==> src/rtl/if_id_stage.sv <==
// ---------------------------------------------------------------------------
// if_id_stage
//   Pipeline stage between instruction fetch and decode. Holds up to two
//   {pc, instr} entries: a main register that drives decode and a skid
//   register that absorbs the one entry fetch may push in the cycle decode
//   stalls. up_ready and dn_valid are decoded from the registered state only,
//   so there is no combinational path from dn_ready to up_ready. A
//   synchronous flush empties the stage on a branch/jump redirect.
//
// Ports
//   clk       in   1   rising-edge clock
//   rst_n     in   1   asynchronous active-low reset
//   flush     in   1   synchronous flush; next state is empty
//   up_valid  in   1   fetch presents {up_pc, up_instr}
//   up_ready  out  1   stage accepts an entry this cycle
//   up_pc     in   AW  pc of fetched instruction
//   up_instr  in   DW  fetched instruction word
//   dn_valid  out  1   decode sees a valid {dn_pc, dn_instr}
//   dn_ready  in   1   decode accepts the entry this cycle
//   dn_pc     out  AW  pc to decode
//   dn_instr  out  DW  instruction to decode; NOP while dn_valid=0
//   occ       out  2   number of held entries (0, 1 or 2)
// ---------------------------------------------------------------------------
module if_id_stage #(
  parameter int unsigned    DW  = 32,
  parameter int unsigned    AW  = 32,
  parameter logic [DW-1:0]  NOP = 32'h00000013
) (
  input  logic          clk,
  input  logic          rst_n,
  input  logic          flush,
  input  logic          up_valid,
  output logic          up_ready,
  input  logic [AW-1:0] up_pc,
  input  logic [DW-1:0] up_instr,
  output logic          dn_valid,
  input  logic          dn_ready,
  output logic [AW-1:0] dn_pc,
  output logic [DW-1:0] dn_instr,
  output logic [1:0]    occ
);

  // Encoding doubles as the occupancy count.
  typedef enum logic [1:0] {
    ST_EMPTY = 2'd0,
    ST_HALF  = 2'd1,
    ST_FULL  = 2'd2
  } state_e;

  state_e        state_q, state_d;
  logic [AW-1:0] m_pc_q, m_pc_d;
  logic [DW-1:0] m_instr_q, m_instr_d;
  logic [AW-1:0] s_pc_q, s_pc_d;
  logic [DW-1:0] s_instr_q, s_instr_d;

  logic up_ready_s;
  logic dn_valid_s;
  logic up_fire_s;
  logic dn_fire_s;

  // Handshake flags depend on registered state only.
  assign up_ready_s = (state_q != ST_FULL);
  assign dn_valid_s = (state_q != ST_EMPTY);
  assign up_fire_s  = up_valid & up_ready_s;
  assign dn_fire_s  = dn_valid_s & dn_ready;

  assign up_ready = up_ready_s;
  assign dn_valid = dn_valid_s;
  assign occ      = state_q;
  assign dn_pc    = m_pc_q;
  // Stale main data after a flush is masked here rather than cleared.
  assign dn_instr = dn_valid_s ? m_instr_q : NOP;

  // Next-state and data-path selection; flush overrides every transfer.
  always_comb begin
    state_d   = state_q;
    m_pc_d    = m_pc_q;
    m_instr_d = m_instr_q;
    s_pc_d    = s_pc_q;
    s_instr_d = s_instr_q;
    if (flush) begin
      state_d = ST_EMPTY;
    end else begin
      case (state_q)
        ST_EMPTY: begin
          if (up_fire_s) begin
            m_pc_d    = up_pc;
            m_instr_d = up_instr;
            state_d   = ST_HALF;
          end else begin
            state_d = ST_EMPTY;
          end
        end
        ST_HALF: begin
          if (up_fire_s && dn_fire_s) begin
            m_pc_d    = up_pc;
            m_instr_d = up_instr;
            state_d   = ST_HALF;
          end else if (up_fire_s) begin
            // Decode stalled: park the new entry behind the main one.
            s_pc_d    = up_pc;
            s_instr_d = up_instr;
            state_d   = ST_FULL;
          end else if (dn_fire_s) begin
            state_d = ST_EMPTY;
          end else begin
            state_d = ST_HALF;
          end
        end
        ST_FULL: begin
          if (dn_fire_s) begin
            m_pc_d    = s_pc_q;
            m_instr_d = s_instr_q;
            state_d   = ST_HALF;
          end else begin
            state_d = ST_FULL;
          end
        end
        default: begin
          state_d = ST_EMPTY;
        end
      endcase
    end
  end

  // State and data registers with asynchronous clear.
  always_ff @(posedge clk or negedge rst_n) begin
    if (!rst_n) begin
      state_q   <= ST_EMPTY;
      m_pc_q    <= {AW{1'b0}};
      m_instr_q <= {DW{1'b0}};
      s_pc_q    <= {AW{1'b0}};
      s_instr_q <= {DW{1'b0}};
    end else begin
      state_q   <= state_d;
      m_pc_q    <= m_pc_d;
      m_instr_q <= m_instr_d;
      s_pc_q    <= s_pc_d;
      s_instr_q <= s_instr_d;
    end
  end

endmodule

==> config.mk <==
export PLATFORM = sky130hd
export DESIGN_NAME = if_id_stage
export DESIGN_NICKNAME = d
export VERILOG_FILES = /design/src/rtl/if_id_stage.sv
export SDC_FILE = /design/constraint.sdc
export NUM_CORES = 1
export LEC_CHECK = 0
export BUFFER_PORTS_ARGS = -buffer_cell sky130_fd_sc_hd__buf_2
export CAP_MARGIN = 20
export CORE_ASPECT_RATIO = 0.9
export CORE_MARGIN = 4
export CORE_UTILIZATION = 35
export DETAILED_ROUTE_END_ITERATION = 7
export SETUP_SLACK_MARGIN = 0.15
export SLEW_MARGIN = 20
export SYNTH_ARGS = -nofsm -noshare
export SYNTH_HDL_FRONTEND = slang
export SYNTH_SLANG_ARGS = --single-unit
==> constraint.sdc <==
create_clock -name clk -period 2.3 [get_ports clk]
set_clock_uncertainty 0.15 [all_clocks]
set_input_delay 0 -clock clk [delete_from_list [all_inputs] [get_ports clk]]
set_output_delay 0 -clock clk [all_outputs]
set_load 0.01 [all_outputs]
==> results of run 1 <==
final cells by class:
cell class                 count  area (um^2)
sequential                   130         3254
fill                        1380         8078
clock buffer                  25        495.5
inverter                       2        7.507
timing repair buffer         221         1597
clock inverter                 5        52.55
multi-input combinational    239         2497
tap                          207        259.0
placed cells by master, fill, tap and decap left out:
cell type,n
or4bb_4,1
mux2_1,5
bufinv_16,1
nor2_2,1
o21ba_2,1
buf_6,2
buf_2,135
nor2_1,2
dlygate4sd3_1,70
dfrtp_2,1
nand3_4,1
clkbuf_8,4
buf_4,7
o31ai_4,1
dfrtp_1,129
nand2_1,1
clkbuf_1,4
nor2b_1,30
mux2_2,187
a21oi_1,2
mux2i_1,1
clkinvlp_4,1
nor2b_4,1
or2_2,3
nor3_1,1
clkbuf_16,18
buf_12,6
inv_1,2
clkinv_2,3
or3b_2,1
per-layer routing:
layer  routed length [um]  global-route usage  vias up
li1                     -                   -     1825
met1                 5799              0.1816     1891
met2                 6277              0.2334       96
met3                  906             0.06119       10
met4                  121             0.03987        0
met5                    0                   0        -
state kept, by name, summed over array words and instances (netlist names):
signal and count:
m_instr_q 32, occ 2, s_instr_q 32, s_pc_q 32, dn_pc 32
power breakdown:
part	leakage [nW]	switching, mW	internal [mW]
Combinational	1.85	0.533	0.830
Clock	0.269	0.923	1.58
Sequential	1.56	0.246	2.85
Total	3.69	1.70	5.26
what timing repair did:
action / in CTS / in global routing
setup buffers: 3 / 0
pin swaps: 1 / 0
gates resized for setup: 0 / 4
endpoints found under the setup margin: 21 / 64
hold buffers: 71 / 0
gates cloned: 0 / 1
hold endpoints to repair: 260 / 0
worst max-delay path, stage by stage, from the launching register on:
cell and delay, ns:
dfrtp_2 0.45, or4bb_4 0.56, o31ai_4 0.08, buf_6 0.19
clkbuf_16 0.19, mux2_2 0.33
how the worst max path moves through the flow:
stage | slack, ns | to | startpoint
after CTS | 0.13 | m_instr_q[17] | occ[1]
after floorplan | 0.25 | m_instr_q[22] | occ[1]
after global routing | 0.14 | m_instr_q[0] | occ[1]
after detailed placement | 0.10 | dn_pc[6] | occ[1]
final | 0.23 | m_instr_q[19] | occ[1]
after global placement | 0.15 | m_instr_q[30] | occ[1]
per-stage QoR:
stage | utilization | setup WS, ns | instance area [um^2]
global route | 0.5026 | 0.1440 | 8163
detailed placement | 0.4220 | 0.1049 | 6854
finish | 0.5026 | 0.2300 | 8163
floorplan | - | 0.2525 | 5824
CTS | 0.5009 | 0.1325 | 8135
global placement | 0.4220 | 0.1544 | 6854
cell families after synthesis:
family,count (synthesis)
DFF,130
and+or+nand+nor,42
AOI/OAI and AO/OA,4
buffers and inverters,25
muxes,193
==> results.json, run 1 <==
{
  "status": "finished clean",
  "max_freq_mhz": 483.1,
  "yosys.area.top_type": "dfrtp_1",
  "finalPower_mw": 6.963,
  "synthCells": 394,
  "synth-edff-count": 0,
  "wire_per_inst_um": 15.81,
  "synthTopCellsByCount": "mux2_2, dfrtp_1, nor2b_1",
  "clkLatencyLatePin_ns": 0.41,
  "setup_viol_count_final": 0,
  "synth_cell_types": 19,
  "min_to": "m_instr_q[26]",
  "rsz0062_at_grt": "false",
  "netlist.area_leader.share": 0.5590,
  "cts_tree": "built",
  "synthAdderAreaFrac": 0,
  "reg2reg_setup_slack_ns": 0.23,
  "synthTopCellsByArea": "dfrtp_1, mux2_2, nor2b_1",
  "clk_pin_slew_worst_paths_ns": 0.06,
  "fin_crit_ns": 2.070,
  "synth_xor_area_frac": 0,
  "worstSetupPathType": "reg -> reg",
  "ys_warn_count": 0,
  "reg2reg_depth": 5,
  "via_per_inst": 4.610,
  "r2r_start": "occ[1]",
  "layout-drive-gt1-share": 0.6029,
  "synth-compound-area-share": 0.005590,
  "ys_seq_elements": 130,
  "maxSlewViolCount": 0,
  "cts-root-buf": "clkbuf_16",
  "p_leak_nw": 3.685,
  "min_path_type": "in -> reg",
  "tightest_slew_ns": 0.5309,
  "numPortBuffers": 136,
  "finalHoldViolCount": 0,
  "fin_cells": 829,
  "arrival_ns": 2.21,
  "synthMuxAreaShare": 0.3733,
  "timing.slew.headroom": 0.6461,
  "critPathRequiredTime_ns": 2.44,
  "syn_area_um2": 5819,
  "firstDrtPassIters": 4,
  "yosysMostFrequentCell": "mux2_2",
  "synth_top_family_by_area": "multiplexers",
  "dp_cells": 725,
  "cap_violations": 0,
  "dp_hpwl_um": 8233,
  "power-per-cell-area_nw_per_um2": 853.0,
  "cts_made_buffers": 17,
  "die_w_um": 143.9,
  "ioPinCount": 137,
  "drcViolationCount": 0,
  "htreeDepth": 4,
  "worstHoldPathCells": 5,
  "area_growth_pct": 40.27,
  "final.period_utilization": 0.9000,
  "hold_slack_ns": 0.2092,
  "first_iter_violations": 120,
  "grt_max_degree": 69,
  "synth-simple-area-share": 0.04429,
  "die_area_um2": 18760,
  "fp.dieH_um": 130.3,
  "tns_ns": 0,
  "peakVddDrop_mv": 0.6079,
  "ant_nets": 0,
  "place.gp.congestion": 0.7194,
  "syn_nets": 463,
  "grt_pass1_wl_um": 21220,
  "grt_pass1_vias": 4221,
  "clockBufferDepth": 2,
  "drt-total-wl_um": 13110,
  "diodes": 0,
  "start_util": 0.3583,
  "start_kind": "flop",
  "vias": 3822,
  "core.rowCount": 44,
  "cp-end-kind": "flop",
  "path_max_fanout": 13,
  "ys_seq_area_frac": 0.5590,
  "ys.flop_type": "dfrtp_1",
  "layout.nets": 680,
  "overflow": 0,
  "regToRegEndpoint": "m_instr_q[19]",
  "syn_area_per_cell_um2": 14.77,
  "min_from": "up_valid",
  "async_reset_ff_frac": 1.000,
  "clock-sinks": 130,
  "grt_usage": 0.1455,
  "fp.coreArea_um2": 16240,
  "antenna_found_initial": 0
}
No activity file was read; power rests on OpenSTA's default activity.
==> inputs of run 2 (changes only) <==
--- a/config.mk
+++ b/config.mk
@@ -7,7 +7,7 @@
 export LEC_CHECK = 0
 export BUFFER_PORTS_ARGS = -buffer_cell sky130_fd_sc_hd__buf_2
 export CAP_MARGIN = 20
-export CORE_ASPECT_RATIO = 0.9
+export CORE_ASPECT_RATIO = 1.5
 export CORE_MARGIN = 4
 export CORE_UTILIZATION = 35
 export DETAILED_ROUTE_END_ITERATION = 7
==> run 2 against run 1 <==
Compared with the run above: maximum frequency shrank 0.45%; sequential power barely moved; worst hold slack got worse by 0.14 ns; wire length increased by 0.65%; clock power is 12% higher; critical path depth fell by 1; setup slack got worse by 0.0094 ns; final area is essentially flat.
==> results.json, run 2 (synthesized netlist as in run 1, its figures left out) <==
{
  "clk_pin_slew_worst_paths_ns": 0.06,
  "grt_pass1_wl_um": 21520,
  "rsz0062_at_grt": "false",
  "finalHoldViolCount": 0,
  "cp-end-kind": "flop",
  "layout-drive-gt1-share": 0.6058,
  "drt-total-wl_um": 13190,
  "fp.coreArea_um2": 16260,
  "maxSlewViolCount": 0,
  "cts_tree": "built",
  "core.rowCount": 57,
  "ioPinCount": 137,
  "fin_cells": 825,
  "die_area_um2": 18800,
  "status": "finished clean",
  "die_w_um": 113.3,
  "p_switching_mw": 1.783,
  "fin_crit_ns": 2.079,
  "switching_share": 0.2458,
  "cap_violations": 0,
  "layout.nets": 676,
  "min_path_type": "in -> async",
  "firstDrtPassIters": 4,
  "post-route-cell-area_um2": 8167,
  "arrival_ns": 2.22,
  "fp.dieH_um": 165.9,
  "dpl_cell_area_um2": 6860,
  "dp_hpwl_um": 8792,
  "final.period_utilization": 0.9041,
  "cts_made_buffers": 17,
  "clockPowerShare": 0.387,
  "drcViolationCount": 0,
  "clkLatencyLatePin_ns": 0.41,
  "seq_power_share": 0.428,
  "finalPower_mw": 7.256,
  "diodes": 0,
  "multi_input_area_um2": 2494,
  "hold_slack_ns": 0.06985,
  "dp_slack_ns": 0.2083,
  "p_leak_nw": 3.685,
  "start_kind": "flop",
  "grt_usage": 0.1436,
  "start_util": 0.3579,
  "grt_max_degree": 60,
  "postLayoutSetupSlackWorst_ns": 0.2206,
  "wire_per_inst_um": 15.99,
  "via_per_inst": 4.695,
  "antenna_found_initial": 0,
  "cts-root-buf": "clkbuf_16",
  "fillers": 1431,
  "p_comb_frac": 0.185,
  "tightest_slew_ns": 0.8113,
  "power-per-cell-area_nw_per_um2": 888.5,
  "max_freq_mhz": 480.9,
  "clockBufferDepth": 2,
  "seqCellArea_um2": 3254,
  "overflow": 0,
  "path_max_fanout": 13,
  "vias": 3873,
  "layout_common_cells": "mux2_2, buf_2, dfrtp_1",
  "dp_cells": 725,
  "htreeDepth": 4,
  "tns_ns": 0,
  "area_growth_pct": 40.34,
  "place.gp.congestion": 0.7342,
  "utilization": 0.5022,
  "ant_nets": 0,
  "p_int_mw": 5.473,
  "worstSetupPathType": "reg -> reg",
  "timing.slew.headroom": 0.4592,
  "grt_pass1_vias": 4230,
  "numPortBuffers": 136,
  "peakVddDrop_mv": 0.4254,
  "mostFrequentLayoutCell": "mux2_2",
  "clock-sinks": 130,
  "critPathRequiredTime_ns": 2.44,
  "first_iter_violations": 102,
  "setup_viol_count_final": 0
}
## run 2: critical path, cell delays in order (launching register included)
cell	delay (ns)
dfrtp_1	0.46
or4bb_1	0.58
o31ai_4	0.12
buf_4	0.29
mux2_2	0.36
## run 2: power groups by stage
stage               sequential (mW)  clock, mW  combinational [mW]
floorplan                      3.12          0               0.759
global placement               3.11          0                1.23
detailed placement             3.15          0                1.28
CTS                            3.11       2.89                1.37
global route                   3.18       3.00                1.47
finish                         3.11       2.81                1.34
## run 2: layer usage
layer	track usage	wire [um]
met5	0	0
met4	0.04289	175
met2	0.2528	7016
met1	0.1714	5473
met3	0.03609	525
## run 2: what timing repair did
action	in CTS	in global routing
hold buffers	69	0
setup buffers	0	0
setup endpoints to repair	0	2
gates resized for setup	0	1
endpoints found under the hold margin	186	0
## run 2: final cells by class
class,count,area share
Sequential cell,130,0.3985
Multi-Input combinational cell,239,0.3053
Timing Repair Buffer,217,0.1884
Clock buffer,18,0.05255
Tap cell,206,0.03156
Clock inverter,13,0.02268
Inverter,2,0.0009193
## run 2: worst paths after layout
kind                               start             to  cells after the start  slack (ns)
hold reg to reg            m_instr_q[26]  m_instr_q[26]                      1        0.33
max in group asynchronous          rst_n      s_pc_q[4]                      3        1.25
hold / removal                     rst_n   s_instr_q[0]                      2        0.07
setup reg to reg                  occ[1]      dn_pc[16]                      4        0.22
min in group clk               up_pc[12]     s_pc_q[12]                      3        0.21
setup / recovery                  occ[1]      dn_pc[16]                      4        0.22
==> inputs of run 3 (changes only) <==
--- a/config.mk
+++ b/config.mk
@@ -12,6 +12,7 @@
 export CORE_UTILIZATION = 35
 export DETAILED_ROUTE_END_ITERATION = 7
 export SETUP_SLACK_MARGIN = 0.15
+export SKIP_LAST_GASP = 1
 export SLEW_MARGIN = 20
 export SYNTH_ARGS = -nofsm -noshare
 export SYNTH_HDL_FRONTEND = slang
==> constraint.sdc (replaced) <==
create_clock -name clk -period 2.36 [get_ports clk]
set_clock_uncertainty 0.15 [all_clocks]
set_input_delay 0 -clock clk [delete_from_list [all_inputs] [get_ports clk]]
set_output_delay 0 -clock clk [all_outputs]
set_load 0.01 [all_outputs]
==> run 3 against run 2 <==
Compared with the run above: sequential power is 3% lower; critical endpoint is now dn_pc[29]; cell count is 0.12% higher; largest cell class unchanged; combinational power hardly changed; non-clock buffer count stayed put; maximum frequency is 2.4% lower; core utilization is 0.25 points higher; setup slack better by 0.0098 ns.
==> results.json, run 3 (synthesized netlist as in run 1, its figures left out) <==
{
  "ant_nets": 0,
  "grt_pass1_wl_um": 21640,
  "max_freq_mhz": 469.6,
  "postCtsSetupRepairBufs": 0,
  "fp.coreArea_um2": 16260,
  "layout-drive-gt1-share": 0.6000,
  "first_iter_violations": 129,
  "grt_max_degree": 50,
  "finalHoldViolCount": 0,
  "via_per_inst": 4.713,
  "final.period_utilization": 0.9024,
  "peakVddDrop_mv": 0.5832,
  "cts_made_buffers": 17,
  "cts_resized": 0,
  "start_kind": "flop",
  "setup_viol_count_final": 0,
  "vias": 3893,
  "overflow": 0,
  "layout_common_cells": "mux2_2, buf_2, dfrtp_1",
  "clkLatencyLatePin_ns": 0.41,
  "fillers": 1403,
  "maxSlewViolCount": 0,
  "slowest_delay_ns": 0.58,
  "clk_pin_slew_worst_paths_ns": 0.05,
  "min_path_type": "in -> reg",
  "cp-end-kind": "flop",
  "drt-total-wl_um": 13040,
  "p_leak_nw": 3.704,
  "ioPinCount": 137,
  "arrival_ns": 2.27,
  "status": "finished clean",
  "die_area_um2": 18800,
  "cts_tree": "built",
  "numPortBuffers": 136,
  "worstSetupPathType": "reg -> reg",
  "power-per-cell-area_nw_per_um2": 871.8,
  "fp.dieH_um": 165.9,
  "utilization": 0.5048,
  "timing.slew.headroom": 0.6570,
  "diodes": 0,
  "wire_per_inst_um": 15.78,
  "tns_ns": 0,
  "clockBufferDepth": 2,
  "clock-sinks": 130,
  "path_max_fanout": 32,
  "start_util": 0.3579,
  "antenna_found_initial": 0,
  "die_w_um": 113.3,
  "place.gp.congestion": 0.7524,
  "area_growth_pct": 41.04,
  "mostFrequentLayoutCell": "mux2_2",
  "core.rowCount": 57,
  "hold_slack_ns": 0.1940,
  "grt_pass1_vias": 4291,
  "drcViolationCount": 0,
  "reg2reg_setup_slack_ns": 0.23,
  "firstDrtPassIters": 4,
  "critPathRequiredTime_ns": 2.50,
  "cap_violations": 0,
  "layout.nets": 676,
  "cp_cell_sequence": "or4bb_1 -> o31ai_4 -> buf_12 -> mux2_2",
  "grt_usage": 0.1444,
  "cts-root-buf": "clkbuf_16",
  "htreeDepth": 4,
  "fin_crit_ns": 2.130,
  "rsz0062_at_grt": "false",
  "tightest_slew_ns": 0.5145,
  "cp_slowest_cell": "or4bb_1",
  "dp_hpwl_um": 8506
}
[run 3: changes by cell type in the layout (fill, tap and decap cells not counted), moves of 2 or more]
cell / change
buf_4: -3
clkbuf_8: +4
dlygate4sd3_1: +2
inv_6: -2
[run 3: stage by stage]
stage / setup WS, ns / std cells / area [um^2] / power, mW
final: 0.2304 / 826 / 8208 / 7.155
after global routing: 0.1679 / 826 / 8208 / 7.515
after CTS: 0.2329 / 826 / 8208 / 7.257
after detailed placement: 0.2208 / 723 / 6858 / 4.307
after global placement: 0.2644 / 723 / 6858 / 4.219
after floorplan: 0.1840 / 394 / 5819 / 3.783
[run 3: final timing paths]
kind                               startpoint             to  cells past startpoint
worst min-delay path                 up_valid  m_instr_q[18]                      4
min in group asynchronous               rst_n   m_instr_q[6]                      3
worst min register to register  m_instr_q[27]  m_instr_q[27]                      1
worst max register to register         occ[1]      dn_pc[29]                      4
max in group asynchronous               rst_n  s_instr_q[31]                      4
worst max-delay path                   occ[1]      dn_pc[29]                      4
[run 3: timing repair]
action                     in CTS  in global routing
setup endpoints to repair       0                  0
hold buffers                   71                  0
hold endpoints to repair      260                  0
[run 3: layout make-up]
cell class	count	area, um^2	area share
Clock inverter	9	151.4	0.01845
Clock buffer	23	488.0	0.05945
Multi-Input combinational cell	239	2494	0.3038
Sequential cell	130	3253	0.3963
Timing Repair Buffer	217	1556	0.1896
Tap cell	206	257.7	0.03140
Inverter	2	7.507	0.0009146
[run 3: worst max-delay path, delay by kind of cell (launching register included)]
family,cells,cell delay [ns]
simple gates,1,0.58
buf+inv,1,0.28
flops,1,0.45
compound gates,1,0.16
mux,1,0.36
[run 3: report_power, final]
group / switching (mW) / internal, mW / total [mW] / leakage (nW)
Clock: 0.944 / 1.88 / 2.82 / 0.313
Combinational: 0.511 / 0.795 / 1.31 / 1.83
Sequential: 0.254 / 2.77 / 3.03 / 1.56
Total: 1.71 / 5.45 / 7.16 / 3.70
[run 3: per-layer routing]
| metal | vias to the layer above | wire (um) | GRT usage |
|---|---|---|---|
| met4 | 0 | 212 | 0.05439 |
| met2 | 92 | 6739 | 0.2482 |
| li1 | 1816 | - | - |
| met5 | - | 0 | 0 |
| met3 | 13 | 655 | 0.04047 |
| met1 | 1972 | 5428 | 0.1700 |
